===== src/rtl/round_robin_distributor.sv =====
// Round-robin distributor: one valid/ready producer fanned out to SIZE consumers.
// A single registered holding stage; the target channel is fixed when an item is loaded.
module round_robin_distributor #(
    parameter int SIZE  = 4,
    parameter int WIDTH = 8
) (
    input  logic                     clock,
    input  logic                     resetn,
    input  logic [SIZE-1:0]          channel_enable,
    input  logic                     upstream_valid,
    output logic                     upstream_ready,
    input  logic [WIDTH-1:0]         upstream_data,
    output logic [SIZE-1:0]          downstream_valid,
    input  logic [SIZE-1:0]          downstream_ready,
    output logic [WIDTH-1:0]         downstream_data,
    output logic [$clog2(SIZE)-1:0]  downstream_index
);
    localparam int IW = $clog2(SIZE);

    logic             full;
    logic [IW-1:0]    target;
    logic [IW-1:0]    pointer;
    logic [WIDTH-1:0] data;

    logic             fire;
    logic             accept;
    logic [IW-1:0]    base;
    logic [IW-1:0]    candidate;

    // Modulo-SIZE increment; SIZE need not be a power of two.
    function automatic logic [IW-1:0] wrap_inc(input logic [IW-1:0] t);
        return (t == IW'(SIZE - 1)) ? '0 : t + 1'b1;
    endfunction

    // First enabled channel at or after base, wrapping. Scanning from the far end
    // lets the nearest hit overwrite the result last.
    function automatic logic [IW-1:0] first_enabled(input logic [IW-1:0] b,
                                                    input logic [SIZE-1:0] en);
        logic [IW-1:0] res;
        res = '0;
        for (int k = SIZE - 1; k >= 0; k--) begin
            int            idx;
            logic [IW-1:0] idx_l;
            idx = int'(b) + k;
            if (idx >= SIZE) idx = idx - SIZE;
            idx_l = IW'(idx);
            if (en[idx_l]) res = idx_l;
        end
        return res;
    endfunction

    assign fire           = full && downstream_ready[target];
    assign base           = fire ? wrap_inc(target) : pointer;
    assign candidate      = first_enabled(base, channel_enable);
    assign upstream_ready = (!full || fire) && (|channel_enable);
    assign accept         = upstream_valid && upstream_ready;

    always_ff @(posedge clock or negedge resetn) begin
        if (!resetn) begin
            full    <= 1'b0;
            target  <= '0;
            pointer <= '0;
            data    <= '0;
        end else begin
            if (accept) begin
                full   <= 1'b1;
                target <= candidate;
                data   <= upstream_data;
            end else if (fire) begin
                full <= 1'b0;
            end
            if (fire) pointer <= wrap_inc(target);
        end
    end

    always_comb begin
        downstream_valid = '0;
        for (int i = 0; i < SIZE; i++)
            downstream_valid[i] = full && (target == IW'(i));
    end

    assign downstream_data  = data;
    assign downstream_index = target;

endmodule


===== config.mk =====
export PLATFORM = sky130hd
export DESIGN_NAME = round_robin_distributor
export DESIGN_NICKNAME = d
export VERILOG_FILES = /design/src/rtl/round_robin_distributor.sv
export SDC_FILE = /design/constraint.sdc
export NUM_CORES = 1
export LEC_CHECK = 0
export CAP_MARGIN = 5
export CORE_MARGIN = 2
export CORE_UTILIZATION = 40
export DETAILED_ROUTE_END_ITERATION = 8
export PLACE_DENSITY = 0.77
export SYNTH_ARGS = -nofsm -noshare
export SYNTH_HDL_FRONTEND = slang
export SYNTH_SLANG_ARGS = --single-unit
export TNS_END_PERCENT = 10

===== constraint.sdc =====
create_clock -name clock -period 2.6 [get_ports clock]
set_input_delay 0.39 -clock clock [delete_from_list [all_inputs] [get_ports clock]]
set_output_delay 0.39 -clock clock [all_outputs]
set_load 0.005 [all_outputs]

==> run metrics, run 1 <==
status=complete, no violations; final hold violation count=0; clk buf depth=2; total grt overflow=0; DR iter-0 viols=1; Syn Inst Count=67; CTS tree=yes; Avg Inst Size Synth=roughly 11 um^2; Die Height=47.7 um; final setup fails=0; Worst path max stage delay=roughly 0.52 ns; Post-Place Cell Area=1140 um^2; max-cap viol count=0; setup repair bufs after CTS=0; largest net degree at the start of global routing=14; unrepaired setup endpoints after global routing=no; Starting Density=0.433; Slew Limit Fails=0; # hold bufs at CTS=0; # clock sinks=13; routed length per instance=12.3 um; Max VDD drop=around 0.59 mV; Period Utilization, post-route=0.962; total power=approximately 0.0012 W; CP cell instances=clkdlybuf4s50_1, mux4_2, nand2b_1, and2_1, clkdlybuf4s50_1; Post-Route WL=around 1600 um; Worst EP arrival=about 2.1 ns; DRT antenna net count=0; fmax=between 300 and 400 MHz; vias in the first global route=roughly 650; multi-input combinational cell area=roughly 410 um^2; cell leakage power=about 0.5 nW; antenna cells=0; dpl hpwl=around 1300 um; First-pass DRT Iterations=3; FF/Latch Area=about 330 um^2; die outline width=around 48 um; Top cell by count, worst path=clkdlybuf4s50_1; most frequent cells in the layout=33 x clkdlybuf4s50_1, 13 x dfrtp_1, 8 x mux2_2, 6 x and2_1; worst-skew pair later-pin latency=around 0.28 ns; critical path class=primary input to primary output; Inserted Clock Buffers=3; H-tree lvl count=1; Vias/cell=4.93; pwr/cell area=just over 1000 nW/um^2; CTS clock-pin slew for the worst setup and hold paths=roughly 0.080 ns; GR Util All Layers=0.176; Filler cells=167; commonest non-fill, non-tap cell in the layout=clkdlybuf4s50_1; YS warnings=0; IO buf count=33; final layout net count=130; Layout area overhead=52.7%; core footprint=around 1800 um^2; syn_nets=90; first-pass GRT wire length=2700 um; placer's final routability congestion estimate=just under 0.8; worst-path fanout max=3; setup tns final=0 ns; slowest stage cell on the critical path=mux4_2; Critical Path End Type=primary output; Synth cell types=28; min Tclk post-route=approximately 2.5 ns; PostCTS Resize Cnt=0; post-synthesis sequential area ratio=0.426; Post-Synthesis Cell Area=around 760 um^2; worst slew pin tran=0.578 ns; Std-Cell Rows=15; DRC=0; final instance area=between 1000 and 1500 um^2; Slew headroom=0.613; #FFs+latches synth=13; DIE AREA=roughly 2300 um^2; Clock Tree Root=clkbuf_4; initial antenna violation count=0; vias=around 650; min-delay worst type=primary input to asynchronous set/reset pin; Worst EP required=around 2.2 ns; Worst Setup Start Kind=primary input; Ports=34; share of cells above drive strength 1=0.189; clock skew=between 0.006 and 0.007 ns
[final timing paths]
path,from,cells after the start,end,slack (ns)
worst min-delay path,resetn,1,downstream_data[0],0.47
worst min register to register,downstream_data[7],1,downstream_data[7],0.51
min in group clock,downstream_data[7],1,downstream_data[7],0.51
max in group asynchronous,resetn,1,pointer[1],1.75
worst max-delay path,downstream_ready[3],5,upstream_ready,0.1
worst max register to register,downstream_index[0],5,downstream_data[4],0.72
[synth_stat cells]
cell type	instances	share of area
a21o_1	1	0.0098
buf_4	1	0.0098
a21bo_2	1	0.013
mux2i_1	3	0.039
a32o_1	1	0.013
nand4_1	1	0.0082
a21boi_2	1	0.015
ha_1	4	0.065
clkinv_2	1	0.0065
and2b_1	1	0.0098
o41ai_2	1	0.021
o211ai_1	1	0.0098
a221o_1	1	0.013
and2_4	1	0.011
nor2_1	3	0.015
mux2_2	8	0.12
a31oi_1	3	0.025
a21bo_1	1	0.013
inv_1	4	0.020
nor3b_1	1	0.0098
nand2_1	3	0.015
dfrtp_1	13	0.43
nor2b_1	1	0.0082
mux4_2	1	0.029
and2_1	6	0.049
nand3_1	2	0.013
a21oi_1	1	0.0065
nand2b_1	1	0.0082
[critical path: cells and delay by family]
family        cells  cell delay [ns]
simple gates      2             0.35
mux               1             0.52
buf+inv           2             0.85
[area by class of cell]
class	instances	area share
Tap cell	25	0.0268
Clock buffer	4	0.0225
Sequential cell	13	0.279
Timing Repair Buffer	36	0.302
Inverter	5	0.0171
Multi-Input combinational cell	48	0.353
[flip-flops by register name (all words and copies together), names as in the netlist]
name              count
downstream_data       8
downstream_index      2
full                  1
pointer               2
[cells by family (layout without fill, tap and decap cells)]
logic type / Yosys count / in the layout / synth area share
AND/OR/NAND/NOR: 20 / 20 / 0.147
buffers and inverters: 6 / 45 / 0.0360
adder cells (fa/ha/maj): 4 / 4 / 0.0655
multiplexers: 12 / 12 / 0.187
flip-flops: 13 / 13 / 0.426
AO/OA/AOI/OAI: 12 / 12 / 0.139
[power breakdown]
group / leakage, nW / switching [W] / internal [W]
clock network: 0.0150 / 0.0000682 / 0.0000597
logic: 0.332 / 0.000275 / 0.000422
registers: 0.154 / 0.0000571 / 0.000295
total: 0.500 / 0.000400 / 0.000777
[through the flow]
step,hold slack [ns],setup slack (ns),util,cells
after global routing,0.524,0.0411,0.662,131
after detailed placement,0.498,0.0893,0.647,127
after floorplan,0.0944,0.626,-,67
after global placement,0.487,0.102,0.647,127
final,0.467,0.100,0.662,131
after CTS,0.489,0.0869,0.662,131
[metal layers]
| metal | up-vias | share of wire | track usage |
|---|---|---|---|
| li1 | 315 | - | - |
| met1 | 298 | 0.43 | 0.205 |
| met2 | 28 | 0.48 | 0.288 |
| met3 | 5 | 0.069 | 0.0528 |
| met4 | 0 | 0.025 | 0.0973 |
| met5 | - | 0 | 0 |
(Power assumes the default switching activity.)
==> run 2: changes to the inputs <==
ABC_AREA = 1   (was unset)
CORE_UTILIZATION = 42   (was 40)
PLACE_DENSITY = 0.75   (was 0.77)
==> run metrics, run 2 <==
antenna cells=0 (unchanged); GR Util All Layers=0.189 (+0.0132); Most used DFF post-synth=dfrtp_1; R2R depth=15 (+10); core footprint=2230 um^2 (+27%); syn_nets=168 (+87%); total grt overflow=0 (unchanged); Worst Setup Start Kind=primary input; Avg Inst Size Synth=6.89 um^2 (-40%); PostCTS Resize Cnt=0 (unchanged); post-synthesis sequential area ratio=0.326 (-0.0997); #FFs+latches synth=13 (unchanged); fmax=442 MHz (+10%); Filler cells=212 (+27%); fin cells=207 (+58%); Post-synth EDFFs=0 (unchanged); First-pass DRT Iterations=4 (+1); Max VDD drop=0.666 mV (+12%); Worst EP arrival=1.87 ns (-0.24 ns); die outline width=52.8 um (+11%); first-pass GRT wire length=3870 um (+43%); DRC=0 (unchanged); # clock sinks=13 (unchanged); critical path class=primary input to primary output; Clock Tree Root=clkbuf_4; dpl hpwl=1800 um (+41%); ys async rst share=1.00 (unchanged); CTS tree=yes; post-synth top area cell=dfrtp_1; Post-Synthesis Cell Area=998 um^2 (+31%); Period Utilization, post-route=0.870 (-0.0911); vias=991 (+53%); Synth top area share=0.326 (-0.0997); flop2flop setup slack=0.62 ns (-0.10 ns); # hold bufs at CTS=0 (unchanged); cell leakage power=0.746 nW (+49%); H-tree lvl count=1 (unchanged); clock skew=0.000731 ns (-0.00583 ns); final layout net count=203 (+56%); CTS clock-pin slew for the worst setup and hold paths=0.09 ns (about the same); setup repair bufs after CTS=0 (unchanged); Die Height=52.8 um (+11%); min Tclk post-route=2.26 ns (-0.237 ns); vias in the first global route=972 (+49%); Vias/cell=4.79 (-2.9%); unrepaired setup endpoints after global routing=no; largest net degree at the start of global routing=14 (unchanged); Worst EP required=2.21 ns (about the same); setup tns final=0 ns (unchanged); largest cells by area after synthesis=dfrtp_1 33%, nand2_1 26%, nand2_2 8.8%; multi-input combinational cell area=568 um^2 (+38%); DR iter-0 viols=8 (+7); clk buf depth=2 (unchanged); Inst Count DP=203 (+60%); Critical Path End Type=primary output; Syn Inst Count=145 (+120%); worst-skew pair later-pin latency=0.28 ns (about the same); most frequent cells in the layout=69 x nand2_1, 33 x clkdlybuf4s50_1, 16 x inv_1, 14 x nand2_2, 13 x dfrtp_1; DRT antenna net count=0 (unchanged); Ports=34 (unchanged); min-delay worst type=primary input to asynchronous set/reset pin; final setup fails=0 (unchanged); Starting Density=0.447 (+0.0137); Inserted Clock Buffers=3 (unchanged); max-cap viol count=0 (unchanged); routed length per instance=10.8 um (-12%); Std-Cell Rows=17 (+2); initial antenna violation count=0 (unchanged); YS warnings=0 (unchanged); commonest non-fill, non-tap cell in the layout=nand2_1; placer's final routability congestion estimate=0.832 (+7.6%); max reg flops=8 (unchanged); status=complete, no violations; worst-path fanout max=6 (+3); Synth cell types=19 (-32%); DIE AREA=2780 um^2 (+22%); Post-Route WL=2240 um (+39%); Slew headroom=0.621 (+0.00767); IO buf count=33 (unchanged); FF/Latch Area=325 um^2 (unchanged); most common cell in the netlist=nand2_1; pwr/cell area=1350 nW/um^2 (+34%); Layout area overhead=36.3%; Slew Limit Fails=0 (unchanged); Commonest cells post-synth=69 x nand2_1, 16 x inv_1, 14 x nand2_2; share of cells above drive strength 1=0.156 (-0.0323); worst slew pin tran=0.567 ns (-0.0115 ns); final hold violation count=0 (unchanged)
-- run 2: cell types whose count changed in the layout (fill, tap and decap cells not counted), moves of 4 or more --
cell and delta:
inv_2 +4, nand2_1 +66, and2_1 -6, inv_1 +12, mux2_2 -8, nand2_2 +14
-- run 2: kinds of logic (layout without fill, tap and decap cells) --
logic type	count (synthesis)	after routing	share of synthesized area
buffers and inverters	23	57	0.105
AO/OA/AOI/OAI	6	6	0.0401
AND/OR/NAND/NOR	99	99	0.479
adder cells (fa/ha/maj)	4	4	0.0501
flip-flops	13	13	0.326
-- run 2: power by group --
| group | internal, W | leakage (nW) | total (W) | switching [W] |
|---|---|---|---|---|
| Clock | 0.0000572 | 0.0177 | 0.000131 | 0.0000740 |
| Sequential | 0.000306 | 0.158 | 0.000405 | 0.0000990 |
| Combinational | 0.000556 | 0.570 | 0.00130 | 0.000741 |
| Total | 0.000919 | 0.746 | 0.00183 | 0.000914 |
-- run 2: cell type report --
cell class                      instances  share of cell area
Multi-Input combinational cell        109               0.417
Sequential cell                        13               0.239
Tap cell                               28              0.0257
Clock inverter                          1             0.00368
Clock buffer                            3              0.0165
Inverter                               20              0.0551
Timing Repair Buffer                   33               0.243
-- run 2: final timing paths --
check                                      end                 from
max                             upstream_ready  downstream_ready[3]
min                         downstream_data[5]               resetn
max reg2reg                downstream_index[0]  downstream_index[0]
min reg2reg                 downstream_data[2]   downstream_data[2]
max in group asynchronous           pointer[0]               resetn
min in group clock          downstream_data[2]   downstream_data[2]
-- run 2: per-layer routing --
layer,routed length (um),vias to the layer above,GRT usage
met4,23,0,0.0769
met1,971,447,0.204
met5,0,-,0
li1,-,511,-
met3,132,2,0.0343
met2,1120,31,0.356
-- run 2: through the flow --
step	power, W	util	hold WS (ns)	area [um^2]	worst slack, ns
2_1_floorplan	0.00132	-	0.0944	998	0.859
3_3_place_gp	0.00167	0.597	0.461	1330	0.347
3_5_place_dp	0.00171	0.597	0.470	1330	0.329
4_1_cts	0.00185	0.610	0.487	1360	0.319
5_1_grt	0.00205	0.610	0.510	1360	0.216
6_report	0.00183	0.610	0.462	1360	0.337
-- run 2: critical path: stages --
cell and delay, ns:
clkdlybuf4s50_1 0.46, nand2_1 0.09, nand3_4 0.14, nand2_1 0.06, nand2_1 0.09, o41ai_1 0.09, inv_2 0.07, clkdlybuf4s50_1 0.49
==> RTL edit 1 (config.mk and constraints of run 1) <==
Make the reset (`resetn`) synchronous in one clocked block.
--- a/src/rtl/round_robin_distributor.sv
+++ b/src/rtl/round_robin_distributor.sv
@@ -56,5 +56,5 @@
     assign accept         = upstream_valid && upstream_ready;
 
-    always_ff @(posedge clock or negedge resetn) begin
+    always_ff @(posedge clock) begin
         if (!resetn) begin
             full    <= 1'b0;
Behaviour: differs if resetn is asserted again (counterexample within 4 cycles, from zero or initial values and one cycle with resetn low); with resetn held inactive, the same outputs for 10 cycles.
==> RTL edit 1 against run 1 <==
Register-to-register slack worse by 0.10 ns; via count is 34% higher; setup slack better by 0.074 ns; design area rose by 9.4%; area after synthesis increased by 18%; sequential cell count is the same; wire length up 31%.
Power is not compared: it rests on default switching activity, and its combinational part moved more than twofold at a synthesized area within 25%.
==> RTL edit 1: results (changes against run 1) <==
* Number of library cell types mapped by synthesis at 37 (+32%)
* Worst r2r src: downstream_index[0]
* Worst hold margin at 0.528 ns (+0.0610 ns)
* Register-to-register path setup slack at 0.62 ns (-0.10 ns)
* Routed met1 length at 973 um (+40%)
* Dominant cells by area after synthesis: sky130_fd_sc_hd__dfxtp_1 29%, sky130_fd_sc_hd__mux2i_1 14%, sky130_fd_sc_hd__nor2b_1 6.2%, sky130_fd_sc_hd__ha_1 5.5%, sky130_fd_sc_hd__and2_1 4.1%
* Tightest slew margin relative to the limit at 63.8% (+2.5 points)
* Post-placement worst setup slack at 0.186 ns (+0.0964 ns)
* Global-route wire length before repair at 3540 um (+31%)
* Global-route met3 utilization at 6.32% (+1.0 points)
* DR iter-0 viols at 5 (+4)
* DP Area at 0.00125 mm2 (+9.6%)
* Post-synth net total at 124 (+38%)
* Capture point of the worst reg-to-reg path: downstream_index[0]
* Class of the most critical hold timing path: flop to flop
* Worst reg2reg path depth at 8 (+3)
* Maximum number of pins on one net before global-route repair at 15 (+1)
* Via count of the first global-routing pass at 818 (+26%)
* RD Place Congestion at 0.825 (+6.7%)
* Leading cell types by count after synthesis: 13 x sky130_fd_sc_hd__dfxtp_1, 13 x sky130_fd_sc_hd__mux2i_1, 9 x sky130_fd_sc_hd__nor2b_1, 7 x sky130_fd_sc_hd__nand2_1, 6 x sky130_fd_sc_hd__and2_1
* Fillers at 210 (+26%)
* Global-route track usage on met2 at 29.5% (+0.69 points)
* Smallest setup slack after layout at 0.174 ns (+0.0738 ns)
* Result of the run: finished clean
* Drt total wl at 2120 um (+31%)
* Asr flop ratio synth at 0% (-100 points)
-- RTL edit 1: cell types whose count changed in the layout (fill, tap and decap cells not counted), sizes merged, moves of 4 or more --
| cell | run 1 | this run |
|---|---|---|
| dfrtp | 13 | 0 |
| dfxtp | 0 | 13 |
| mux2 | 8 | 2 |
| mux2i | 3 | 13 |
| nand2 | 3 | 7 |
| nor2b | 1 | 9 |
| o21ai | 0 | 4 |
-- RTL edit 1: final cells by class --
type / count / area (um2) / area share (%)
Sequential cell: 13 / 260 / 20.4
Clock buffer: 4 / 26.3 / 2.06
Inverter: 3 / 11.3 / 0.881
Timing Repair Buffer: 35 / 345 / 27.0
Multi-Input combinational cell: 80 / 599 / 46.9
Tap cell: 28 / 35.0 / 2.74
-- RTL edit 1: through the flow --
step                      utilization [%]  instances
after detailed placement             57.7        159
after global placement               57.7        159
after CTS                            58.9        163
after floorplan                         -        101
after global routing                 58.9        163
final                                58.9        163
==> RTL edit 2 (flow settings as in run 1) <==
Made on the original files. Set the parameter `SIZE` to 8 (it was 4).
--- a/src/rtl/round_robin_distributor.sv
+++ b/src/rtl/round_robin_distributor.sv
@@ -2,5 +2,5 @@
 // A single registered holding stage; the target channel is fixed when an item is loaded.
 module round_robin_distributor #(
-    parameter int SIZE  = 4,
+    parameter int SIZE  = 8,
     parameter int WIDTH = 8
 ) (
Interface: changed (resized channel_enable, downstream_index, downstream_ready and downstream_valid); port bits go from 34 to 47. No check against the original RTL was run, so the function may have changed too.
==> RTL edit 2 against run 1 <==
The run now ends with negative setup slack left; setup slack got worse by 1.1 ns; sequential cell count rose by 2; area after synthesis rose to 2.8 times the old value; wire length rose to 5.2 times the old value; core utilization grew 3.7 points; sequential share of layout area shrank 17 points; design area rose to 3.1 times the old value.
Power is not shown: default switching activity piles up to over one toggle a cycle in this logic, so the estimate is an artifact.
==> RTL edit 2: results (changes against run 1) <==
* Post-layout nets at 425 (+230%)
* Count of buffers inserted at the top-level ports at 46 (+39%)
* Asr flop ratio synth at 100% (unchanged)
* RD Place Congestion at 1.01 (+31%)
* Number of antenna violations at the first check in global routing at 0 (unchanged)
* Delay of the slowest cell on the worst path at 0.58 ns (+0.06 ns)
* Dominant cells by area after synthesis: sky130_fd_sc_hd__dfrtp_1 18%, sky130_fd_sc_hd__mux2_2 5.8%, sky130_fd_sc_hd__mux4_2 5.3%, sky130_fd_sc_hd__nand2_1 5.3%, sky130_fd_sc_hd__ha_1 4.7%
* Source-to-sink clock delay at the later pin of the worst-skew pair at 0.24 ns (-0.04 ns)
* Endpoints failing setup at 4 (+4)
* Setup total negative slack at -2.96 ns (-2.96 ns)
* Leading cell types by count after synthesis: 30 x sky130_fd_sc_hd__nand2_1, 15 x sky130_fd_sc_hd__dfrtp_1, 11 x sky130_fd_sc_hd__inv_1, 11 x sky130_fd_sc_hd__mux2_2, 11 x sky130_fd_sc_hd__nor2_1
* DR iter-0 viols at 260 (+259)
* Worst Max-Slew Pin Slew at 0.729 ns (+0.150 ns)
* Crit Path Category: flop to flop
* Kind of cell adding the most delay to the critical path: compound AO/OA/AOI/OAI gates
* Slowest stage cell, crit path: sky130_fd_sc_hd__dfrtp_4
* Area of combinational cells with multiple inputs at 0.00178 mm2 (+330%)
* Clock Tree Root: sky130_fd_sc_hd__clkbuf_8
* Worst r2r src: downstream_index[0]
* Clock-pin transition on the worst setup and hold timing paths at 0.06 ns (-0.02 ns)
* Smallest setup slack after layout at -1.02 ns (-1.12 ns)
* Class of the most critical hold timing path: flop to flop
* Startpoint of the most critical hold path: downstream_data[2]
* Gr usage total at 27.7% (+10 points)
* Most common cell in the synthesized netlist: sky130_fd_sc_hd__nand2_1
* HPWL after detailed placement at 6330 um (+400%)
* Clock buffers created by TritonCTS at 3 (unchanged)
* Proportion of layout cells with a drive suffix above 1 at 40.9% (+22 points)
* Final global-route overflow total at 0 (unchanged)
* Number of vias in the routed layout at 2,738 (+320%)
* Number of H-tree levels at 1 (unchanged)
* Global-route wire length before repair at 13,400 um (+400%)
* Result of the run: finished with violations
* Fillers at 415 (+150%)
* Arrival time worst endpoint at 3.73 ns (+1.62 ns)
* DR pass1 iterations at 5 (+2)
* Number of library cell types mapped by synthesis at 67 (+140%)
* Largest driver fanout on the critical path at 8 (+5)
* Post-synth net total at 287 (+220%)
* Maximum number of pins on one net before global-route repair at 16 (+2)
* Sequential share of the synthesized area at 17.7% (-25 points)
* Drt total wl at 8360 um (+420%)
* Clock Skews at 0.00421 ns (-0.00235 ns)
* Violations in the final reports: negative setup slack
==> RTL edit 2: repair_timing <==
| action | CTS | global route |
|---|---|---|
| pin swaps | 5 | 11 |
| setup endpoints to repair | 4 | 4 |
| setup buffers | 3 | 3 |
| gates resized for setup | 11 | 12 |
| endpoints found under the hold margin | 0 | 0 |
==> RTL edit 2: final timing paths <==
check | endpoint | slack, ns | cells after the start
worst max-delay path | downstream_index[0] | -1.02 | 14
worst min-delay path | downstream_data[2] | 0.50 | 1
worst max register to register | downstream_index[0] | -1.02 | 14
worst min register to register | downstream_data[2] | 0.50 | 1
max in group asynchronous | downstream_index[0] | 1.58 | 1
min in group asynchronous | downstream_data[7] | 0.54 | 1
==> RTL edit 2: metal layers <==
| layer | global-route usage [%] | up-vias | part of all wire, % |
|---|---|---|---|
| met3 | 2.82 | 16 | 7.0 |
| met5 | 0 | - | 0 |
| li1 | - | 1268 | - |
| met4 | 7.09 | 0 | 1.5 |
| met1 | 37.0 | 1310 | 41 |
| met2 | 47.5 | 144 | 50 |
==> RTL edit 2: cell families after synthesis <==
family          after synthesis  share of synthesized area [%]
flops                        15                           17.7
fa+ha+maj                     8                           4.71
simple gates                 92                           23.1
mux                          29                           18.1
buf+inv                      29                           5.77
xor+xnor                      2                          0.824
compound gates               77                           29.8
==> RTL edit 2: per-stage QoR <==
stage	cells	setup WS, ns	instance area (um2)
final	459	-1.02	3570
after global routing	459	-1.15	3570
after CTS	456	-0.925	3480
after detailed placement	449	-1.14	3350
after global placement	449	-1.10	3350
after floorplan	252	-1.02	2170
==> RTL edit 2: final cells by class <==
cell class / count / share of cell area, %
tap: 70 / 2.46
sequential: 15 / 10.7
clock buffer: 4 / 1.26
inverter: 14 / 1.47
multi-input combinational: 208 / 49.8
timing repair buffer: 148 / 34.4
